[src/rtl/ring_johnson_dec.sv]
// ring_johnson_dec
//   Decoder/checker for an 8-bit ring (one-hot) or Johnson counter bus.
//   Samples code_in when valid_in is high and decodes it to a position index.
//   It flags illegal code words and legal words that are not the expected
//   successor, counts those errors, and asserts locked after LOCK_CNT
//   consecutive correct steps.
//
//   Optional feature: define RJDEC_HOLD_EN to accept a repeated index (a
//   stalled counter) as a good sample. Without it, a repeated index is a step
//   error.
//
// Ports
//   clk        rising-edge clock
//   rst        asynchronous reset, active low
//   ring       1 = ring (one-hot) code, 0 = Johnson code
//   mode       ring direction: 1 = rotate right (index decrements), 0 = left
//   valid_in   code_in is sampled this cycle
//   code_in    counter code word
//   err_clr    synchronous clear of err_cnt
//   index      decoded position of the last legal sample
//   idx_valid  1-cycle pulse: index updated
//   illegal    1-cycle pulse: sampled word is not a legal code
//   step_err   1-cycle pulse: legal word but wrong successor
//   err_cnt    saturating count of illegal + step_err events
//   locked     level: sequence is being tracked correctly
module ring_johnson_dec #(
   parameter int unsigned WIDTH    = 8,
   parameter int unsigned IDX_W    = $clog2(2*WIDTH),
   parameter int unsigned ERR_W    = 8,
   parameter int unsigned LOCK_CNT = 3
) (
   input  logic             clk,
   input  logic             rst,
   input  logic             ring,
   input  logic             mode,
   input  logic             valid_in,
   input  logic [WIDTH-1:0] code_in,
   input  logic             err_clr,
   output logic [IDX_W-1:0] index,
   output logic             idx_valid,
   output logic             illegal,
   output logic             step_err,
   output logic [ERR_W-1:0] err_cnt,
   output logic             locked
);

`ifdef RJDEC_HOLD_EN
   localparam bit HOLD_EN = 1'b1;
`else
   localparam bit HOLD_EN = 1'b0;
`endif

   localparam int unsigned G_W = $clog2(LOCK_CNT + 1);
   localparam logic [IDX_W-1:0] RING_LAST = IDX_W'(WIDTH - 1);
   localparam logic [IDX_W-1:0] JOHN_LAST = IDX_W'(2*WIDTH - 1);
   localparam logic [WIDTH-1:0] ALL_ONES  = '1;

   typedef enum logic [1:0] {ACQ, TRACK, LOCKED} state_e;

   state_e           state_q, state_d;
   logic [G_W-1:0]   g_q, g_d;
   logic [IDX_W-1:0] index_q, index_d;
   logic             ring_q, ring_d;
   logic             mode_q, mode_d;
   logic             idx_valid_q, idx_valid_d;
   logic             illegal_q, illegal_d;
   logic             step_err_q, step_err_d;
   logic [ERR_W-1:0] err_cnt_q, err_cnt_d;
   logic             locked_q, locked_d;

   logic             dec_legal;
   logic [IDX_W-1:0] dec_idx;
   logic [IDX_W-1:0] exp_idx;
   logic [WIDTH-1:0] john_pat;
   logic             err_event;

   // Code word decode. Johnson word k is compared against its generated pattern:
   // k <= WIDTH has the top k bits set, and k > WIDTH has the top k-WIDTH bits clear.
   always_comb begin
      dec_legal = 1'b0;
      dec_idx   = '0;
      john_pat  = '0;
      if (ring) begin
         dec_legal = $onehot(code_in);
         for (int unsigned i = 0; i < WIDTH; i++) begin
            if (code_in[i]) dec_idx = IDX_W'(i);
         end
      end else begin
         for (int unsigned k = 0; k < 2*WIDTH; k++) begin
            if (k <= WIDTH) john_pat = ~(ALL_ONES >> k);
            else            john_pat = ALL_ONES >> (k - WIDTH);
            if (code_in == john_pat) begin
               dec_legal = 1'b1;
               dec_idx   = IDX_W'(k);
            end
         end
      end
   end

   // Expected successor of the stored reference index.
   always_comb begin
      exp_idx = '0;
      if (ring) begin
         if (mode) exp_idx = (index_q == '0)        ? RING_LAST : index_q - IDX_W'(1);
         else      exp_idx = (index_q == RING_LAST) ? '0        : index_q + IDX_W'(1);
      end else begin
         exp_idx = (index_q == JOHN_LAST) ? '0 : index_q + IDX_W'(1);
      end
   end

   // Next state and outputs
   always_comb begin
      state_d     = state_q;
      g_d         = g_q;
      index_d     = index_q;
      ring_d      = ring_q;
      mode_d      = mode_q;
      idx_valid_d = 1'b0;
      illegal_d   = 1'b0;
      step_err_d  = 1'b0;
      locked_d    = locked_q;

      if (valid_in) begin
         ring_d = ring;
         mode_d = mode;
         if (!dec_legal) begin
            illegal_d = 1'b1;
            locked_d  = 1'b0;
            state_d   = ACQ;
         end else begin
            idx_valid_d = 1'b1;
            index_d     = dec_idx;
            // A change of code type or direction invalidates the reference,
            // so the sample restarts acquisition instead of being judged.
            if (state_q == ACQ || ring != ring_q || mode != mode_q) begin
               state_d  = TRACK;
               g_d      = '0;
               locked_d = 1'b0;
            end else if (dec_idx == exp_idx) begin
               if (state_q == TRACK) begin
                  g_d = g_q + G_W'(1);
                  if (g_q + G_W'(1) == G_W'(LOCK_CNT)) begin
                     state_d  = LOCKED;
                     locked_d = 1'b1;
                  end
               end
            end else if (HOLD_EN && dec_idx == index_q) begin
               // A stalled counter is accepted: g, state and lock are unchanged.
               state_d = state_q;
            end else begin
               step_err_d = 1'b1;
               state_d    = TRACK;
               g_d        = '0;
               locked_d   = 1'b0;
            end
         end
      end

      err_event = illegal_d | step_err_d;
      err_cnt_d = err_cnt_q;
      if (err_clr)                             err_cnt_d = err_event ? ERR_W'(1) : '0;
      else if (err_event && err_cnt_q != '1)   err_cnt_d = err_cnt_q + ERR_W'(1);
   end

   always_ff @(posedge clk or negedge rst) begin
      if (!rst) begin
         state_q     <= ACQ;
         g_q         <= '0;
         index_q     <= '0;
         ring_q      <= 1'b0;
         mode_q      <= 1'b0;
         idx_valid_q <= 1'b0;
         illegal_q   <= 1'b0;
         step_err_q  <= 1'b0;
         err_cnt_q   <= '0;
         locked_q    <= 1'b0;
      end else begin
         state_q     <= state_d;
         g_q         <= g_d;
         index_q     <= index_d;
         ring_q      <= ring_d;
         mode_q      <= mode_d;
         idx_valid_q <= idx_valid_d;
         illegal_q   <= illegal_d;
         step_err_q  <= step_err_d;
         err_cnt_q   <= err_cnt_d;
         locked_q    <= locked_d;
      end
   end

   assign index     = index_q;
   assign idx_valid = idx_valid_q;
   assign illegal   = illegal_q;
   assign step_err  = step_err_q;
   assign err_cnt   = err_cnt_q;
   assign locked    = locked_q;

endmodule

[config.mk]
export PLATFORM = sky130hd
export DESIGN_NAME = ring_johnson_dec
export DESIGN_NICKNAME = d
export VERILOG_FILES = /design/src/rtl/ring_johnson_dec.sv
export SDC_FILE = /design/constraint.sdc
export NUM_CORES = 1
export LEC_CHECK = 0
export CORE_MARGIN = 2
export CORE_UTILIZATION = 55
export DETAILED_ROUTE_END_ITERATION = 12
export PLACE_DENSITY_LB_ADDON = 0.15
export SLEW_MARGIN = 10
export SYNTH_ARGS = -nofsm -noshare
export SYNTH_HDL_FRONTEND = slang
export SYNTH_SLANG_ARGS = --single-unit
[constraint.sdc]
create_clock -name clk -period 3.7 [get_ports clk]
set_input_delay 0.555 -clock clk [delete_from_list [all_inputs] [get_ports clk]]
set_output_delay 0.555 -clock clk [all_outputs]
set_load 0.02 [all_outputs]
# Yosys cells after proc, flatten, opt, wreduce, memory -nomap -nowiden
# Index checks and enable logic that the tools add are counted.
[classes]
n_reduce_logical = 9
mux = 85
n_eq_ne = 28
addsub = 11
bitwise = 1
[op_table]
columns = ["op", "n"]
rows = [
  ["$mux 8", 18],
  ["$eq 8x8->1", 16],
  ["$mux 4", 26],
  ["$mux 1", 33],
  ["$mux 2", 8],
  ["$add 1x1->2", 4],
  ["$add 8x1->8 const B", 1],
  ["$ne 4x3->1 const B", 2],
  ["$ne 8x8->1 const B", 1],
  ["$add 2x2->3", 2],
  ["$reduce_and 3->1", 2],
  ["$add 3x3->4", 1],
  ["$add 4x1->4 const B", 1],
  ["$eq 4x1->1 const B", 1],
  ["$eq 4x3->1 const B", 1],
  ["$eq 4x4->1", 1],
  ["$eq 4x4->1 const B", 1],
  ["$logic_not 4->1", 1],
  ["$sub 4x1->4 const B", 1],
  ["$ne 3x2->1 const B", 1],
  ["$add 2x1->2 const B", 1],
  ["$eq 2x1->1 const B", 1],
  ["$eq 2x2->1 const B", 1],
  ["$logic_not 2->1", 1],
  ["6 further kinds", 8],
]
[totals]
in_bits = 14
output_inout_bits = 16
ff_bits = 22

# Depth between registers and ports, before layout
# Gate-level depths: netlist of run 1.
[logic_depth]
depth_word = 27
mapped_depth = 17
mapped_depth_nobuf = 16

# Worst setup path after synthesis of run 1
# OpenSTA, ideal clock, no wires.
[synth_path]
path_type = "input to register"
startpoint = "input code_in[0]"
endpoint = "register err_cnt_q[5], in the netlist err_cnt[5]"
setup_slack_ns = -0.509
n_path_buf = 0
stages = 16
t_arrival_ns = 4.082
required_ns = 3.572
cell_sequence = "fa_1 inv_1 fa_1 fa_1 inv_1 ha_1 inv_1 fa_1 nor2b_1 a31oi_1 o21ai_0 o41ai_2 o21a_1 o41ai_4 nor4b_1 mux2_1"
[synth_between]
elab_chain_len = 25
elab_cells_between_ends = 63
classes_between = "add/sub (3); eq/ne (18); mux (39); bitwise (1); reduce/logical (2)"
[synth_rtl]
columns = ["element", "line_no", "text"]
rows = [
  ["start, declared", "37", "input logic [WIDTH-1:0] code_in,"],
  ["$eq 8x8->1", "92", "if (code_in == john_pat) begin"],
  ["$mux 1", "92", ""],
  ["$mux 4 (14 in series)", "92", ""],
  ["$mux 4", "83", "if (ring) begin"],
  ["$eq 4x4->1", "139", "end else if (dec_idx == exp_idx) begin"],
  ["$mux 1", "139", ""],
  ["$mux 1", "135", "if (state_q == ACQ || ring != ring_q || mode != mode_q) begin"],
  ["$mux 1", "126", "if (!dec_legal) begin"],
  ["$mux 1", "123", "if (valid_in) begin"],
  ["$or 1x1->1 (*)", "159", "err_event = illegal_d | step_err_d;"],
  ["$logic_and 1x1->1 (*)", "162", "else if (err_event && err_cnt_q != '1) err_cnt_d = err_cnt_q + ERR_W'(1);"],
  ["$reduce_bool 2->1 (no line) (*)", "n/a", ""],
  ["end signal, assigned", "186", "err_cnt_q <= err_cnt_d;"],
  ["end, declared", "68", "logic [ERR_W-1:0] err_cnt_q, err_cnt_d;"],
]
# Mark *: on every way between the ends. The rest lies on a longest branch, timed or not.
# A chain may end at the register's enable or synchronous reset.

# Worst setup path in the final report of run 1
[layout_path]
startpoint = "input code_in[5]"
endpoint = "register err_cnt_q[0], in the netlist err_cnt[0]"
[layout_between]
elab_chain_len = 25
elab_cells_between_ends = 68
classes_between = "add/sub (3); eq/ne (18); mux (44); bitwise (1); reduce/logical (2)"
[layout_rtl]
columns = ["element", "line_no"]
rows = [
  ["$eq 8x8->1", "92"],
  ["$mux 1", "92"],
  ["$mux 4 (14 in series)", "92"],
  ["$mux 4", "83"],
  ["$eq 4x4->1", "139"],
  ["$mux 1", "139"],
  ["$mux 1", "135"],
  ["$mux 1", "126"],
  ["$mux 1", "123"],
  ["$or 1x1->1 (*)", "159"],
  ["$mux 1 / $logic_and 1x1->1 (equally long branches)", "161, 162"],
  ["$mux 8 / $reduce_bool 2->1 (equally long branches)", "n/a"],
]
# Marks and branches as above.

==> run metrics, run 1 <==
Worst Clk Skew=~0.0018 ns; RD Place Congestion=roughly 0.95; terminus of the critical flop-to-flop path=err_cnt[0]$_DFFE_PN0P_; core footprint=about 3600 um^2; Synthesized Nets=approximately 270; antenna violations before repair=0; register bit total from synthesis=21; upper clock frequency limit=245 MHz; actual slew at the worst max-slew pin=0.950 ns; clock buffer depth=2; CP max-delay cell=fa_1; setup-violating endpoint count in the final report=16; Worst EP arrival=around 4.3 ns; DP HPWL=about 3600 um; failing checks=setup timing; netlist area before placement=between 2000 and 2500 um^2; Hold Crit Class=register to register; IO Port Bufs=29; data required time of the critical path=between 3 and 4 ns; most frequent standard cell in the layout excluding fill and tap cells=buf_4; critical path startpoint category=input pin; total clock sinks=21; Hold Violations, Final=0; worst voltage drop across the vdd grid=between 0.2 and 0.25 mV; critical path's largest stage delay=~0.55 ns; reg2reg setup slack=a little over 0.5 ns; end point of the critical path=err_cnt[0]$_DFFE_PN0P_; clock slew seen by the registers of the worst setup and hold paths=~0.08 ns; net total in the final layout=321; capturing element type of the critical path=register; length of the first detailed-routing pass in iterations=4; count of maximum capacitance violations=0; cell family with most CP delay=adder cells; detail-routed via count per cell=6.03; row count=22; clock tree from TritonCTS=built; top-level I/O count=30; P per Cell Area=between 300 and 400 nW/um^2; Reg2Reg Depth=12; clock insertion delay at the later pin of the skew report=~0.27 ns; wire length of the first global-routing pass=around 8900 um; Synth-to-Final Area Change=36.6%; count of H-tree levels built during CTS=1; top library cells by usage in the layout, fill and taps aside=buf_4 (30), clkdlybuf4s50_1 (26), nand2_1 (23), dfrtp_1 (21), inv_1 (17); critical path fanouts, max=4; count of warnings emitted by yosys=0; share of cells above drive strength 1=0.285; Setup Crit Path Kind=input pin to register; post-route antenna net violation count=0; # hold bufs at CTS=0; clock tree root driver cell=clkbuf_8; share of the clock period used by the worst path after layout=1.10; synth unique cells=65; Post-Synthesis Cells=approximately 240; share of the yosys chip area belonging to registers=0.260; total count of max-transition violations in the final report=0; total CTS buffers=3; starting density of the core=0.561; chip width=~65 um; minimum period implied by the final worst setup slack=between 4 and 5 ns; launch instance of the worst register-to-register path=index[0]$_DFFE_PN0P_; antenna diode instance count=0; fraction of synthesis flops using an asynchronous set or reset pin=1.00; maximum number of pins on one net before global-route repair=22; outcome=finished with violations; fill cell instance count of the final layout=about 270; critical-path cell list=clkdlybuf4s50_1 > inv_2 > fa_1 > fa_1 > inv_2 > ha_4 > inv_2 > fa_2 > nand2_1 > o21ai_2 > o41ai_4 > buf_4 > o41ai_4 > buf_4 > buf_4 > nor2b_4 > o32ai_2; final instance area=2770 um^2; Placed Instance Area=approximately 2500 um^2; die area=4180 um^2; leak pwr=around 1.2 nW; overall die height=around 65 um; worst path setup slack after routing=-0.385 ns; setup total negative slack=-3.33 ns; Main synth FF type=dfrtp_1; first element of the critical path=code_in[5]; global-route total usage across every layer=0.273; number of global-route vias before repair=between 1500 and 2000; buffers plus inverters on the worst setup path=7; vias after detailed routing=~2000; routed wire length=around 5500 um; path length in cells of the critical path=17; routed len/inst=approximately 16 um; number of remaining DRC errors=0; grt ovf=0; unrepaired setup endpoints after global routing=true; number of enable flip-flop cells after synthesis=0; first-iteration detailed-routing DRC count=between 100 and 150; headroom to the max-slew limit=0.365; average cell area after synthesis=8.58 um^2
==> metrics by stage <==
stage	setup slack [ns]	hold WS (ns)	util	instances	total power, mW
floorplan	-0.397	0.259	-	236	0.562
detailed placement	-1.02	0.520	0.698	327	0.696
finish	-0.385	0.553	0.767	339	0.916
global route	-0.490	0.577	0.767	339	0.976
CTS	-0.533	0.550	0.749	337	0.884
global placement	-0.951	0.510	0.698	327	0.688
==> area by class of cell <==
| cell class | count | area [um^2] | area share |
|---|---|---|---|
| Clock buffer | 3 | 41.3 | 0.0149 |
| Timing Repair Buffer | 62 | 547 | 0.198 |
| Tap cell | 48 | 60.1 | 0.0217 |
| Inverter | 22 | 85.1 | 0.0308 |
| Clock inverter | 1 | 5.00 | 0.00181 |
| Sequential cell | 21 | 526 | 0.190 |
| Multi-Input combinational cell | 182 | 1500 | 0.543 |
==> routing by layer <==
layer	track usage	vias to the layer above	part of all wire
met2	0.465	55	0.51
met3	0.0382	15	0.039
met5	0	-	0
li1	-	963	-
met1	0.348	1011	0.42
met4	0.114	0	0.027
==> timing repair <==
action                                  CTS  global route
endpoints found under the setup margin   19            19
buffers inserted                          8             2
pin swaps                                14            10
resized for setup                        41            11
==> worst min-delay path by stage <==
stage / slack, ns / from / endpoint / cells after the start
floorplan: 0.26 / rst / err_cnt[0]$_DFFE_PN0P_ / 0
global placement: 0.51 / mode_q$_DFFE_PN0P_ / mode_q$_DFFE_PN0P_ / 1
detailed placement: 0.52 / ring_q$_DFFE_PN0P_ / ring_q$_DFFE_PN0P_ / 1
CTS: 0.55 / g_q[1]$_DFFE_PN0P_ / g_q[1]$_DFFE_PN0P_ / 1
global route: 0.58 / ring_q$_DFFE_PN0P_ / ring_q$_DFFE_PN0P_ / 1
finish: 0.55 / g_q[1]$_DFFE_PN0P_ / g_q[1]$_DFFE_PN0P_ / 1
==> sequential cells by signal (all words and copies together) (netlist names) <==
name / count
ring_q: 1
state_q: 2
index: 4
idx_valid: 1
g_q: 2
step_err: 1
mode_q: 1
err_cnt: 8
illegal: 1
==> kinds of logic after synthesis <==
group           count (synthesis)  share of synthesized area
simple gates                   92                      0.249
compound gates                 58                      0.224
buf+inv                        33                     0.0754
flops                          21                      0.260
fa+ha+maj                      15                      0.108
mux                            10                     0.0538
xor+xnor                        7                     0.0303
==> power breakdown <==
group          internal (mW)  leakage, nW  switching (mW)
combinational          0.228        0.897           0.248
clock                 0.0752       0.0255          0.0786
sequential             0.252        0.279          0.0349
total                  0.555         1.20           0.361
==> synth_stat cells (3+ instances only) <==
| library cell | number | area (um^2) |
|---|---|---|
| or4_1 | 3 | 22.5 |
| xnor2_1 | 3 | 26.3 |
| o21ai_0 | 12 | 60.1 |
| nand2_1 | 23 | 86.3 |
| dfrtp_1 | 21 | 526 |
| nor3_1 | 6 | 30.0 |
| o221ai_1 | 3 | 26.3 |
| inv_1 | 20 | 75.1 |
| a21oi_1 | 8 | 40.0 |
| mux2_1 | 5 | 56.3 |
| nand3_1 | 6 | 30.0 |
| ha_1 | 11 | 138 |
| buf_2 | 5 | 25.0 |
| nand4_1 | 4 | 25.0 |
| xor2_1 | 4 | 35.0 |
| mux2i_1 | 3 | 30.0 |
| nor2b_1 | 9 | 56.3 |
| nand2b_1 | 7 | 43.8 |
| a31oi_1 | 5 | 31.3 |
| clkbuf_1 | 3 | 11.3 |
| fa_1 | 4 | 80.1 |
| nor4b_1 | 3 | 26.3 |
| nor2_1 | 17 | 63.8 |
Power figures use the tool's default switching activity.
==> inputs of run 2 (changes only) <==
--- a/config.mk
+++ b/config.mk
@@ -8,6 +8,7 @@
 export CORE_MARGIN = 2
 export CORE_UTILIZATION = 55
 export DETAILED_ROUTE_END_ITERATION = 12
+export GPL_TIMING_DRIVEN = 0
 export PLACE_DENSITY_LB_ADDON = 0.15
 export SLEW_MARGIN = 10
 export SYNTH_ARGS = -nofsm -noshare
==> run 2 against run 1 <==
The run still ends with setup timing left; final cell count down 3.2%; via count down 2.9%; combinational power up 3%; sequential cell count unchanged; die area unchanged; critical endpoint is now err_cnt[7]$_DFFE_PN0P_; highest routed layer unchanged.
==> run metrics, run 2 (synthesized netlist as in run 1, its figures left out) <==
reg2reg setup slack=0.27 ns (-0.24 ns); cell family with most CP delay=adder cells; capturing element type of the critical path=register; clock tree root driver cell=clkbuf_8; CP max-delay cell=fa_1; unrepaired setup endpoints after global routing=true; total count of max-transition violations in the final report=0 (unchanged); upper clock frequency limit=239 MHz (-2.2%); layer with the highest usage=met2; first-iteration detailed-routing DRC count=215 (+48%); total clock sinks=21 (unchanged); P per Cell Area=337 nW/um^2 (+1.5%); clock buffer depth=2 (unchanged); Setup Crit Path Kind=input pin to register; failing checks=setup timing; Synth-to-Final Area Change=34.9%; # hold bufs at CTS=0 (unchanged); clock slew seen by the registers of the worst setup and hold paths=0.07 ns (about the same); post-route antenna net violation count=0 (unchanged); first element of the critical path=code_in[0]; combinational group share of total power=0.531 (+0.012); starting density of the core=0.561 (unchanged); number of global-route vias before repair=1924 (-2.5%); top-level I/O count=30 (unchanged); Hold Path End=ring_q$_DFFE_PN0P_; Clk pwr share=0.162 (-0.006); Hold Path Origin=ring_q$_DFFE_PN0P_; fraction of power spent switching nets=0.396 (+0.00201); path length in cells of the critical path=19 (+2); share of the clock period used by the worst path after layout=1.13 (+0.0247); Hold Violations, Final=0 (unchanged); actual slew at the worst max-slew pin=1.03 ns (+0.0819 ns); clock insertion delay at the later pin of the skew report=0.26 ns (about the same); worst slack after detailed placement=-1.24 ns (-0.221 ns); chip width=64.7 um (unchanged); total CTS buffers=3 (unchanged); count of H-tree levels built during CTS=1 (unchanged); IO Port Bufs=27 (-6.9%); critical path startpoint category=input pin; launch instance of the worst register-to-register path=index[0]$_DFFE_PN0P_; critical-path cell list=buf_8 > fa_1 > inv_1 > fa_1 > fa_1 > inv_1 > ha_2 > inv_2 > fa_2 > nor2b_4 > a31oi_2 > o21ai_2 > o41ai_4 > o21a_1 > o41ai_4 > buf_4 > buf_6 > o41ai_4 > a21oi_2; vias after detailed routing=1984 (-2.9%); setup-violating endpoint count in the final report=18 (+2); detail-routed via count per cell=6.05 (+0.32%); outcome=finished with violations; row count=22 (unchanged); leak pwr=1.15 nW (-4.5%); Reg2Reg Depth=10 (-2); hold-critical path depth=1 (unchanged); antenna diode instance count=0 (unchanged); count of maximum capacitance violations=0 (unchanged); top library cells by usage in the layout, fill and taps aside=clkdlybuf4s50_1 (22), dfrtp_1 (21), nand2_1 (20), inv_1 (18), nor2_1 (15); routed len/inst=16.2 um (+0.47%); global-route track usage on met3=0.0434 (+0.00521); net total in the final layout=310 (-3.4%); Worst EP arrival=4.31 ns (+0.05 ns); final worst hold slack=0.529 ns (-0.0236 ns); routed wire length=5310 um (-2.8%); fraction of power consumed by sequential logic=0.307 (-0.006); global-route total usage across every layer=0.265 (-0.00808); worst voltage drop across the vdd grid=0.293 mV (+36%); grt ovf=0 (unchanged); worst path setup slack after routing=-0.477 ns (-0.0913 ns); buffers plus inverters on the worst setup path=6 (-1); RD Place Congestion=0.891 (-6.0%); clock tree from TritonCTS=built; core footprint=3610 um^2 (unchanged); antenna violations before repair=0 (unchanged); met2 Track Usage GR=0.431 (-0.0339); number of flip-flops in the largest register=8 (unchanged); terminus of the critical flop-to-flop path=g_q[0]$_DFFE_PN0P_; global-route met1 utilization=0.348 (+0.000388); number of remaining DRC errors=0 (unchanged); minimum period implied by the final worst setup slack=4.18 ns (+0.0913 ns); critical path fanouts, max=6 (+2); share of cells above drive strength 1=0.271 (-0.0138); maximum number of pins on one net before global-route repair=22 (unchanged); most frequent standard cell in the layout excluding fill and tap cells=clkdlybuf4s50_1; overall die height=64.7 um (unchanged); data required time of the critical path=3.83 ns (-0.04 ns); cell internal pwr=0.555 mW (about the same); reported net switching power=0.364 mW (+0.82%); wire length of the first global-routing pass=8600 um (-3.8%); critical path's largest stage delay=0.52 ns (-0.03 ns); Hold Crit Class=register to register; headroom to the max-slew limit=0.302 (-0.0623); Worst Clk Skew=0.00363 ns (+0.00188 ns); length of the first detailed-routing pass in iterations=4 (unchanged); die area=4180 um^2 (unchanged); DP HPWL=3550 um (-2.7%)
run 2: cell types whose count changed in the layout (fill, tap and decap cells not counted), moves of 4 or more:
cell	previous run	this run
buf_6	5	11
buf_2	1	5
mux2_4	5	1
clkdlybuf4s50_1	26	22
mux2_1	0	4
buf_4	30	6
run 2: how the worst max path moves through the flow:
stage	endpoint	slack, ns
final	err_cnt[7]$_DFFE_PN0P_	-0.48
after global routing	err_cnt[7]$_DFFE_PN0P_	-0.57
after CTS	err_cnt[5]$_DFFE_PN0P_	-0.57
after detailed placement	err_cnt[5]$_DFFE_PN0P_	-1.24
after global placement	err_cnt[5]$_DFFE_PN0P_	-1.13
after floorplan	err_cnt[5]$_DFFE_PN0P_	-0.40
run 2: area by class of cell:
type / count / area [um^2]
tap: 48 / 60.1
timing repair buffer: 40 / 393
fill: 252 / 875
buffer: 11 / 101
multi-input combinational: 182 / 1510
clock inverter: 1 / 5.00
clock buffer: 3 / 41.3
sequential: 21 / 526
inverter: 22 / 95.1
run 2: repair_timing:
item	4_1_cts	5_1_grt
cloned	1	0
buffers inserted	8	5
setup endpoints to repair	19	19
resized for setup	48	24
pin swaps	12	10
run 2: metrics by stage:
step           utilization  instances  instance area, um^2  setup TNS (ns)  total power, mW
2_1_floorplan            -        236                 2060           -3.82            0.562
3_3_place_gp         0.663        311                 2390          -16.69            0.668
3_5_place_dp         0.663        311                 2390          -17.53            0.680
4_1_cts              0.722        324                 2600           -6.14            0.873
5_1_grt              0.757        328                 2730           -6.85            0.974
6_report             0.757        328                 2730           -5.12            0.919
run 2: power groups by stage:
stage / Combinational, mW / Clock [mW] / Sequential (mW)
2_1_floorplan: 0.260 / 0 / 0.302
3_3_place_gp: 0.385 / 0 / 0.283
3_5_place_dp: 0.396 / 0 / 0.285
4_1_cts: 0.440 / 0.152 / 0.281
5_1_grt: 0.526 / 0.161 / 0.287
6_report: 0.488 / 0.149 / 0.283
run 2: per-layer routing:
layer	up-vias	part of all wire	routed length (um)
met2	68	0.50	2680
met5	-	0	0
met3	16	0.049	261
li1	946	-	-
met4	0	0.022	119
met1	954	0.42	2250
run 2: worst register-to-register path: cells and delay by family, from the launching register on:
kind / cells / cell delay [ns]
fa+ha+maj: 1 / 0.24
simple gates: 4 / 1.56
compound gates: 4 / 0.95
flops: 1 / 0.47
buf+inv: 1 / 0.13
==> inputs of run 3 (changes only) <==
==> constraint.sdc (replaced) <==
create_clock -name clk -period 5 [get_ports clk]
set_input_delay 0.75 -clock clk [delete_from_list [all_inputs] [get_ports clk]]
set_output_delay 0.75 -clock clk [all_outputs]
set_load 0.02 [all_outputs]
==> run 3 against run 2 <==
The flow now finishes without violations; utilization decreased by 7.4 points; sequential power shrank 27%; setup slack better by 0.71 ns; clock-buffer cell count grew 1; die area is the same; via count down 3.2%; clock power decreased by 26%; highest routed layer unchanged; cell area decreased by 9.7%; critical path type unchanged; critical endpoint is now err_cnt[6]$_DFFE_PN0P_; clock skew is 0.0020 ns lower.
==> run metrics, run 3 (synthesized netlist as in run 1, its figures left out) <==
outcome=finished, final reports clean; length of the first detailed-routing pass in iterations=4 (unchanged); total area of sequential cells=526 um^2 (unchanged); buffers plus inverters on the worst setup path=4 (-2); P per Cell Area=252 nW/um^2 (-25%); Setup Crit Path Kind=input pin to register; Cell Count Post-Placement=311 (unchanged); RD Place Congestion=0.887 (-0.45%); total CTS buffers=3 (unchanged); actual slew at the worst max-slew pin=0.922 ns (-0.110 ns); upper clock frequency limit=around 210 MHz; wire length of the first global-routing pass=7790 um (-9.5%); hold-critical path depth=1 (unchanged); clock slew seen by the registers of the worst setup and hold paths=0.07 ns (about the same); final instance area=2470 um^2 (-9.7%); launch instance of the worst register-to-register path=index[0]$_DFFE_PN0P_; area of combinational cells with multiple inputs=1390 um^2 (-7.9%); overall die height=64.7 um (unchanged); reg2reg setup slack=1.76 ns (+1.49 ns); first-iteration detailed-routing DRC count=190 (-12%); Hold Path Origin=mode_q$_DFFE_PN0P_; Synth-to-Final Area Change=21.8%; share of cells above drive strength 1=0.137 (-0.134); global-route total usage across every layer=0.237 (-0.0282); row count=22 (unchanged); top-level I/O count=30 (unchanged); Final Non-Filler Cells=318 (-3.0%); setup-violating endpoint count in the final report=0 (-18); antenna diode instance count=0 (unchanged); critical path fanouts, max=5 (-1); worst path setup slack after routing=0.229 ns (+0.706 ns); headroom to the max-slew limit=0.384 (+0.0813); critical path's largest stage delay=0.51 ns (about the same); IO Port Bufs=27 (unchanged); most frequent standard cell in the layout excluding fill and tap cells=clkdlybuf4s50_1; Worst Clk Skew=0.00161 ns (-0.00202 ns); overall power consumption=0.620 mW (-33%); cell family with most CP delay=adder cells; minimum period implied by the final worst setup slack=4.77 ns; Placed Instance Area=2350 um^2 (-1.5%); CP most frequent cell=fa_1; grt ovf=0 (unchanged); routed wire length=4690 um (-12%); detail-routed via count per cell=6.04 (-0.18%); antenna violations before repair=0 (unchanged); # hold bufs at CTS=0 (unchanged); clock tree root driver cell=clkbuf_8; clock buffer depth=2 (unchanged); worst voltage drop across the vdd grid=0.228 mV (-22%); maximum number of pins on one net before global-route repair=22 (unchanged); top library cells by usage in the layout, fill and taps aside=clkdlybuf4s50_1 (25), nand2_1 (23), dfrtp_1 (21), inv_1 (19), nor2_1 (17); data required time of the critical path=5.14 ns (+1.31 ns); worst slack after detailed placement=-0.282 ns (+0.955 ns); number of flip-flops in the largest register=8 (unchanged); Hold Crit Class=register to register; core footprint=3610 um^2 (unchanged); total clock sinks=21 (unchanged); clock insertion delay at the later pin of the skew report=0.26 ns (about the same); terminus of the critical flop-to-flop path=err_cnt[3]$_DFFE_PN0P_; critical-path cell list=clkdlybuf4s50_1 > fa_1 > inv_1 > fa_1 > fa_1 > inv_1 > ha_1 > inv_1 > fa_1 > nor2b_1 > a31oi_1 > o21ai_1 > o41ai_4 > o21a_1 > o41ai_4 > nor4_2 > mux2_1; unrepaired setup endpoints after global routing=false; capturing element type of the critical path=register; chip width=64.7 um (unchanged); critical path startpoint category=input pin; total count of max-transition violations in the final report=0 (unchanged); Worst EP arrival=4.92 ns (+0.61 ns); Reg2Reg Depth=10 (unchanged); leak pwr=1.04 nW (-9.1%); number of remaining DRC errors=0 (unchanged); post-route antenna net violation count=0 (unchanged); DP HPWL=3460 um (-2.4%); Hold Violations, Final=0 (unchanged); die area=4180 um^2 (unchanged); CP max-delay cell=fa_1; Hold Path End=mode_q$_DFFE_PN0P_; share of the clock period used by the worst path after layout=0.954; number of global-route vias before repair=1699 (-12%); starting density of the core=0.561 (unchanged); count of H-tree levels built during CTS=1 (unchanged); net total in the final layout=300 (-3.2%); routed len/inst=14.7 um (-8.9%); fill cell instance count of the final layout=303 (+20%); count of maximum capacitance violations=0 (unchanged); clock tree from TritonCTS=built; vias after detailed routing=1920 (-3.2%)
## run 3: what timing repair did
item                       4_1_cts  5_1_grt
pin swaps                        0        2
gates resized for setup          1        9
cloned                           0        1
buffers inserted                 0        2
setup endpoints to repair        1       12
## run 3: worst max path at each step
| stage | from | endpoint | slack, ns | cells past startpoint |
|---|---|---|---|---|
| floorplan | code_in[0] | err_cnt[5]$_DFFE_PN0P_ | 0.60 | 16 |
| global placement | code_in[0] | err_cnt[3]$_DFFE_PN0P_ | -0.21 | 16 |
| global route | code_in[3] | err_cnt[6]$_DFFE_PN0P_ | 0.01 | 17 |
| detailed placement | code_in[0] | err_cnt[5]$_DFFE_PN0P_ | -0.28 | 17 |
| finish | code_in[3] | err_cnt[6]$_DFFE_PN0P_ | 0.23 | 17 |
| CTS | code_in[0] | err_cnt[3]$_DFFE_PN0P_ | 0.008 | 16 |
## run 3: area by class of cell
class / count / share of cell area
Inverter: 22 / 0.0335
Buffer: 11 / 0.0289
Clock buffer: 4 / 0.0183
Multi-Input combinational cell: 183 / 0.564
Timing Repair Buffer: 29 / 0.118
Tap cell: 48 / 0.0244
Sequential cell: 21 / 0.213
## run 3: layer usage
| layer | routed length (um) | track usage | up-vias |
|---|---|---|---|
| li1 | - | - | 930 |
| met1 | 2180 | 0.341 | 925 |
| met2 | 2220 | 0.367 | 57 |
| met3 | 223 | 0.0399 | 8 |
| met4 | 57 | 0.0665 | 0 |
| met5 | 0 | 0 | - |
## run 3: report_power, final
group          internal, mW  total (mW)  switching (mW)
registers             0.187       0.208          0.0209
clock network        0.0567       0.110          0.0528
logic                 0.132       0.303           0.171
total                 0.375       0.620           0.245
## run 3: stage by stage
stage | setup TNS, ns | hold WS [ns] | utilization
final | 0 | 0.535 | 0.684
after global routing | 0 | 0.560 | 0.684
after CTS | 0 | 0.538 | 0.667
after detailed placement | -1.93 | 0.521 | 0.653
after global placement | -1.35 | 0.509 | 0.653
after floorplan | 0 | 0.454 | -
